<file path="src/rtl/seq_pattern_gen.sv">
// Serial pattern transmitter: shifts a latched PAT_W-bit pattern out MSB-first for a latched
// number of repetitions. Define SEQ_GEN_GAP_EN to insert GAP_LEN idle cycles between repetitions.
module seq_pattern_gen #(
  parameter int PAT_W   = 6,
  parameter int CNT_W   = 4,
  parameter int GAP_LEN = 2
) (
  input  logic             clk,
  input  logic             reset,
  input  logic             start,
  input  logic [PAT_W-1:0] pattern,
  input  logic [CNT_W-1:0] reps,
  input  logic             abort,
  output logic             x,
  output logic             valid,
  output logic             last_bit,
  output logic             busy,
  output logic             done
);

  localparam int IDX_W = (PAT_W > 2) ? $clog2(PAT_W) : 1;
  localparam logic [IDX_W-1:0] IDX_MSB = IDX_W'(PAT_W - 1);
  localparam logic [CNT_W-1:0] ONE_REP = CNT_W'(1);

  if (PAT_W < 2) begin : g_bad_pat_w
    $error("seq_pattern_gen: PAT_W must be >= 2");
  end
  if (GAP_LEN < 1) begin : g_bad_gap_len
    $error("seq_pattern_gen: GAP_LEN must be >= 1");
  end

`ifdef SEQ_GEN_GAP_EN
  localparam int GAP_W = $clog2(GAP_LEN + 1);
  typedef enum logic [1:0] {IDLE, SHIFT, GAP, DONE} state_t;
  logic [GAP_W-1:0] gap_q, gap_d;
`else
  typedef enum logic [1:0] {IDLE, SHIFT, DONE} state_t;
`endif

  state_t           state_q, state_d;
  logic [PAT_W-1:0] pat_q, pat_d;
  logic [CNT_W-1:0] rem_q, rem_d;
  logic [IDX_W-1:0] idx_q, idx_d;
  logic             x_q, x_d, valid_q, valid_d, last_q, last_d;
  logic             busy_q, busy_d, done_q, done_d;

  always_comb begin
    state_d = state_q;
    pat_d   = pat_q;
    rem_d   = rem_q;
    idx_d   = idx_q;
`ifdef SEQ_GEN_GAP_EN
    gap_d   = gap_q;
`endif
    x_d     = 1'b0;
    valid_d = 1'b0;
    last_d  = 1'b0;
    busy_d  = 1'b0;
    done_d  = 1'b0;
    case (state_q)
      IDLE: begin
        if (start) begin
          pat_d = pattern;
          rem_d = reps;
          if (reps != '0) begin
            state_d = SHIFT;
            idx_d   = IDX_MSB;
            x_d     = pattern[PAT_W-1];
            valid_d = 1'b1;
            busy_d  = 1'b1;
          end else begin
            state_d = DONE;
            done_d  = 1'b1;
          end
        end
      end
      SHIFT: begin
        if (abort) begin
          state_d = IDLE;
        end else if (idx_q == '0) begin
          rem_d = rem_q - ONE_REP;
          if (rem_q == ONE_REP) begin
            state_d = DONE;
            done_d  = 1'b1;
          end else begin
`ifdef SEQ_GEN_GAP_EN
            state_d = GAP;
            gap_d   = GAP_W'(GAP_LEN - 1);
            busy_d  = 1'b1;
`else
            idx_d   = IDX_MSB;
            x_d     = pat_q[PAT_W-1];
            valid_d = 1'b1;
            busy_d  = 1'b1;
`endif
          end
        end else begin
          // Flag the upcoming bit 0 of the final repetition so last_bit lines up with it.
          idx_d   = idx_q - 1'b1;
          x_d     = pat_q[idx_q - 1'b1];
          valid_d = 1'b1;
          busy_d  = 1'b1;
          last_d  = (rem_q == ONE_REP) && (idx_q == IDX_W'(1));
        end
      end
`ifdef SEQ_GEN_GAP_EN
      GAP: begin
        if (abort) begin
          state_d = IDLE;
        end else if (gap_q == '0) begin
          state_d = SHIFT;
          idx_d   = IDX_MSB;
          x_d     = pat_q[PAT_W-1];
          valid_d = 1'b1;
          busy_d  = 1'b1;
        end else begin
          gap_d  = gap_q - 1'b1;
          busy_d = 1'b1;
        end
      end
`endif
      DONE: state_d = IDLE;
      default: state_d = IDLE;
    endcase
  end

  always_ff @(posedge clk or posedge reset) begin
    if (reset) begin
      state_q <= IDLE;
      pat_q   <= '0;
      rem_q   <= '0;
      idx_q   <= '0;
`ifdef SEQ_GEN_GAP_EN
      gap_q   <= '0;
`endif
      x_q     <= 1'b0;
      valid_q <= 1'b0;
      last_q  <= 1'b0;
      busy_q  <= 1'b0;
      done_q  <= 1'b0;
    end else begin
      state_q <= state_d;
      pat_q   <= pat_d;
      rem_q   <= rem_d;
      idx_q   <= idx_d;
`ifdef SEQ_GEN_GAP_EN
      gap_q   <= gap_d;
`endif
      x_q     <= x_d;
      valid_q <= valid_d;
      last_q  <= last_d;
      busy_q  <= busy_d;
      done_q  <= done_d;
    end
  end

  assign x        = x_q;
  assign valid    = valid_q;
  assign last_bit = last_q;
  assign busy     = busy_q;
  assign done     = done_q;

endmodule

</file>
<file path="config.mk">
export PLATFORM = sky130hd
export DESIGN_NAME = seq_pattern_gen
export DESIGN_NICKNAME = d
export VERILOG_FILES = /design/src/rtl/seq_pattern_gen.sv
export SDC_FILE = /design/constraint.sdc
export NUM_CORES = 1
export LEC_CHECK = 0
export ABC_AREA = 1
export CAP_MARGIN = 40
export CORE_MARGIN = 5
export CORE_UTILIZATION = 30
export DETAILED_ROUTE_END_ITERATION = 6
export PLACE_DENSITY = 0.52
export SYNTH_ARGS = -nofsm -noshare
export SYNTH_HDL_FRONTEND = slang
export SYNTH_SLANG_ARGS = --single-unit
</file>
<file path="constraint.sdc">
create_clock -name clk -period 2.2 [get_ports clk]
set_clock_uncertainty 0.1 [all_clocks]
set_input_delay 0.44 -clock clk [delete_from_list [all_inputs] [get_ports clk]]
set_output_delay 0.44 -clock clk [all_outputs]
set_load 0.01 [all_outputs]
</file>
==> run summary <==
The number of global-route vias before repair came to approximately 890. In the routed layout, each cell is associated on average with a via count of 4.47. The congestion estimate from routability-driven global placement came to around 0.76.

Across the VDD grid, the largest voltage drop is around 0.53 mV. The internal reg-to-reg setup slack is roughly 430 ps. The fraction of final layout cells with drive strength greater than 1 is under 10%. sky130_fd_sc_hd__dfrtp_1 takes more of the synthesized area than any other cell.

Across all setup checks in the final design, the least slack found is 432 ps. The x dimension of the die came out at slightly below 70 um. Summed over its instances, the top area cell type makes up between 40% and 50% of the synthesized netlist area.

The Yosys step of the flow raised 0 warnings. The global-route wire length before repair is between 3000 and 4000 um. After filler insertion, the fill cell instance count of the layout stands at between 300 and 400. The worst register-to-register path begins at idx_q[0].

TritonCTS built the clock tree. The maximum number of pins on one net before global-route repair came out at 20. The clock passes through at most 2 buffers. The root buffer cell is sky130_fd_sc_hd__clkbuf_4. Hold timing on the final database bottoms out at a slack of between 300 and 400 ps. The measured slew at the worst slew-check pin is ~280 ps. The total detailed-routing wirelength is between 2000 and 2500 um. The number of iterations in the first detailed-routing pass came out at 4. The number of antenna violations at the first check in global routing is 0.

The core area came out at between 0.003 and 0.004 mm2. The final antenna-violating net count is 0. By area the synthesized netlist is led by sky130_fd_sc_hd__dfrtp_1, sky130_fd_sc_hd__nand2_1, sky130_fd_sc_hd__inv_1. Among all flip-flop cells after synthesis, the most frequent one is sky130_fd_sc_hd__dfrtp_1. The worst setup path is launched from a flop.

The maximum level of the CTS H-tree came out at 1. Dividing the final minimum period by the clock period gives 80.4%. STA classifies the critical path endpoint as a flop. For this design, the CTS-stage hold fixing added 0 buffers. The reg-to-reg endpoint is x. The area growth from synthesis to final layout is 24.9%. The time the worst path needs with I/O delays and setup is about 1800 ps. The cell area that synthesis handed to floorplanning was 0.00106 mm2. In this run the worst path has a maximum fanout of 6.

Max-cap violations in this run came to 0. After detailed routing, the average wire length per cell comes to approximately 11 um. The total via count after detailed routing came out at roughly 900. Counting cells, the worst reg-to-reg path comes to 9. The synthesized design contains 0 enable-type register cells.

In the synthesized netlist, the cells that appear most often are sky130_fd_sc_hd__nand2_1, sky130_fd_sc_hd__dfrtp_1, sky130_fd_sc_hd__inv_1, sky130_fd_sc_hd__nand3_1, sky130_fd_sc_hd__o21ai_0. The worst slack at placement came out at 394 ps. The aggregate global-route resource usage is about 10%. Pin placement for this block handled 19 I/O pins. The leakage power is between 0.0006 and 0.0007 uW.

The setup-violating endpoint count in the final report is 0. The number of buffers added on ports came out at 18. The max-slew headroom at the worst pin came out at between 80% and 90%. The number of clock sinks seen by CTS is 19. Global routing finished with a remaining overflow of 0.

The floorplan row count is 21. The count of state elements after synthesis is 19. Once the clock tree was built, the resizer swapped 0 gates to a different size.

The final routed DRC violation total came out at 0. For this block, the initial DRC count from the detailed router was 33. The share of synthesized flip-flops with an asynchronous set or reset is 100%. The design area is between 0.001 and 0.0015 mm2. The run finished with clean final reports. Counting every instance in the synthesized netlist gives approximately 130. The number of max-slew violations in the final report came out at 0. The number of nets at the end of the flow is approximately 180. In this run the power density over the cells is 1080 mW/mm2. The number of distinct library cells after synthesis is 19.

For this run, the register share of the synthesized area comes to ~45%. The mean post-synth cell area is approximately 7.9 um2. By instance count, the leading cell after synthesis is sky130_fd_sc_hd__nand2_1.

The clock transition at the registers of the reported paths is 110 ps. After routing, the total negative slack on setup checks comes to 0 ps. The area enclosed by the die boundary is just under 0.005 mm2.

The number of setup buffers added after CTS came out at 0. The final hold violation count came out at 0. For this run, the top clock speed supported by timing is 0.566 GHz. The initial standard-cell utilization of the core is between 30% and 40%. Setup repair after global routing left no endpoint under its margin.

The worst hold path belongs to the class primary input to async pin. In this run, CTS created clock tree buffers numbering 3. The detailed-placement wirelength estimate came out at between 1500 and 2000 um.

The clock network latency to the later pin of the worst-skew pair is 300 ps. The critical path required time is between 2000 and 2500 ps. Data on the critical path arrives at its endpoint at roughly 1900 ps.

The number of antenna cells inserted is 0. The net count after synthesis is ~150. The placed instance area is roughly 0.0013 mm2. The height of the die came out at approximately 69 um.

The critical path is of the flop to flop type.
area by class of cell:
| cell class | count | area (um2) | share of cell area, % |
|---|---|---|---|
| Tap cell | 46 | 57.6 | 4.35 |
| Inverter | 22 | 90.1 | 6.81 |
| Sequential cell | 19 | 475 | 35.9 |
| Multi-Input combinational cell | 92 | 487 | 36.8 |
| Timing Repair Buffer | 19 | 188 | 14.2 |
| Clock buffer | 4 | 26.3 | 1.98 |
flip-flops by register name (all words and copies together), names as in the netlist:
register	count
busy	1
done	1
idx_q	3
last_bit	1
pat_q	6
rem_q	4
state_q	2
x	1
worst max-delay path by stage:
| stage | start | to | slack [ps] | depth (start not counted) |
|---|---|---|---|---|
| after floorplan | idx_q[0] | x | 640 | 9 |
| after global placement | reps[1] | idx_q[2] | 410 | 7 |
| after detailed placement | start | rem_q[3] | 390 | 6 |
| after CTS | idx_q[0] | x | 450 | 9 |
| after global routing | idx_q[0] | x | 280 | 9 |
| final | idx_q[0] | x | 430 | 9 |
kinds of logic (layout without fill, tap and decap cells):
group	after synthesis	count (layout)	share of synthesized area, %
AO/OA/AOI/OAI	14	14	7.67
adder cells (fa/ha/maj)	5	5	5.90
flip-flops	19	19	44.9
buffers and inverters	23	45	9.21
AND/OR/NAND/NOR	73	73	32.3
where the power goes:
part	switching (uW)	internal, uW	total, uW
registers	74.0	463	537
clock network	110	70.8	181
logic	427	280	708
worst max-delay path: stages (launching register included):
cell,delay (ps)
sky130_fd_sc_hd__dfrtp_1,460
sky130_fd_sc_hd__inv_1,130
sky130_fd_sc_hd__ha_1,210
sky130_fd_sc_hd__ha_1,290
sky130_fd_sc_hd__inv_1,100
sky130_fd_sc_hd__nand2_1,70
sky130_fd_sc_hd__a21oi_1,150
sky130_fd_sc_hd__nor2_1,60
sky130_fd_sc_hd__nand2_1,60
sky130_fd_sc_hd__nand2_1,40
stage by stage:
stage,utilization (%),power [uW],std cells
final,39.1,1430,202
after global routing,39.1,1580,202
after CTS,39.1,1430,202
after detailed placement,38.3,1250,198
after global placement,38.3,1240,198
after floorplan,-,1060,134
layer usage:
metal / track usage [%] / up-vias / routed length, um
li1: - / 470 / -
met1: 13.4 / 403 / 1020
met2: 15.9 / 24 / 1040
met3: 1.74 / 5 / 91
met4: 5.21 / 0 / 57
met5: 0 / - / 0
placed cells by master (no fill, tap or decap), types with 2 or more instances in the layout:
master,instances
sky130_fd_sc_hd__o21ai_1,3
sky130_fd_sc_hd__inv_2,2
sky130_fd_sc_hd__o21ai_0,9
sky130_fd_sc_hd__dfrtp_1,19
sky130_fd_sc_hd__clkbuf_4,3
sky130_fd_sc_hd__nand2_4,4
sky130_fd_sc_hd__ha_1,5
sky130_fd_sc_hd__nor2_1,5
sky130_fd_sc_hd__nand2_1,45
sky130_fd_sc_hd__inv_1,18
sky130_fd_sc_hd__nor3_1,3
sky130_fd_sc_hd__clkdlybuf4s50_1,18
sky130_fd_sc_hd__nand3_1,13
Power figures use the tool's default switching activity.
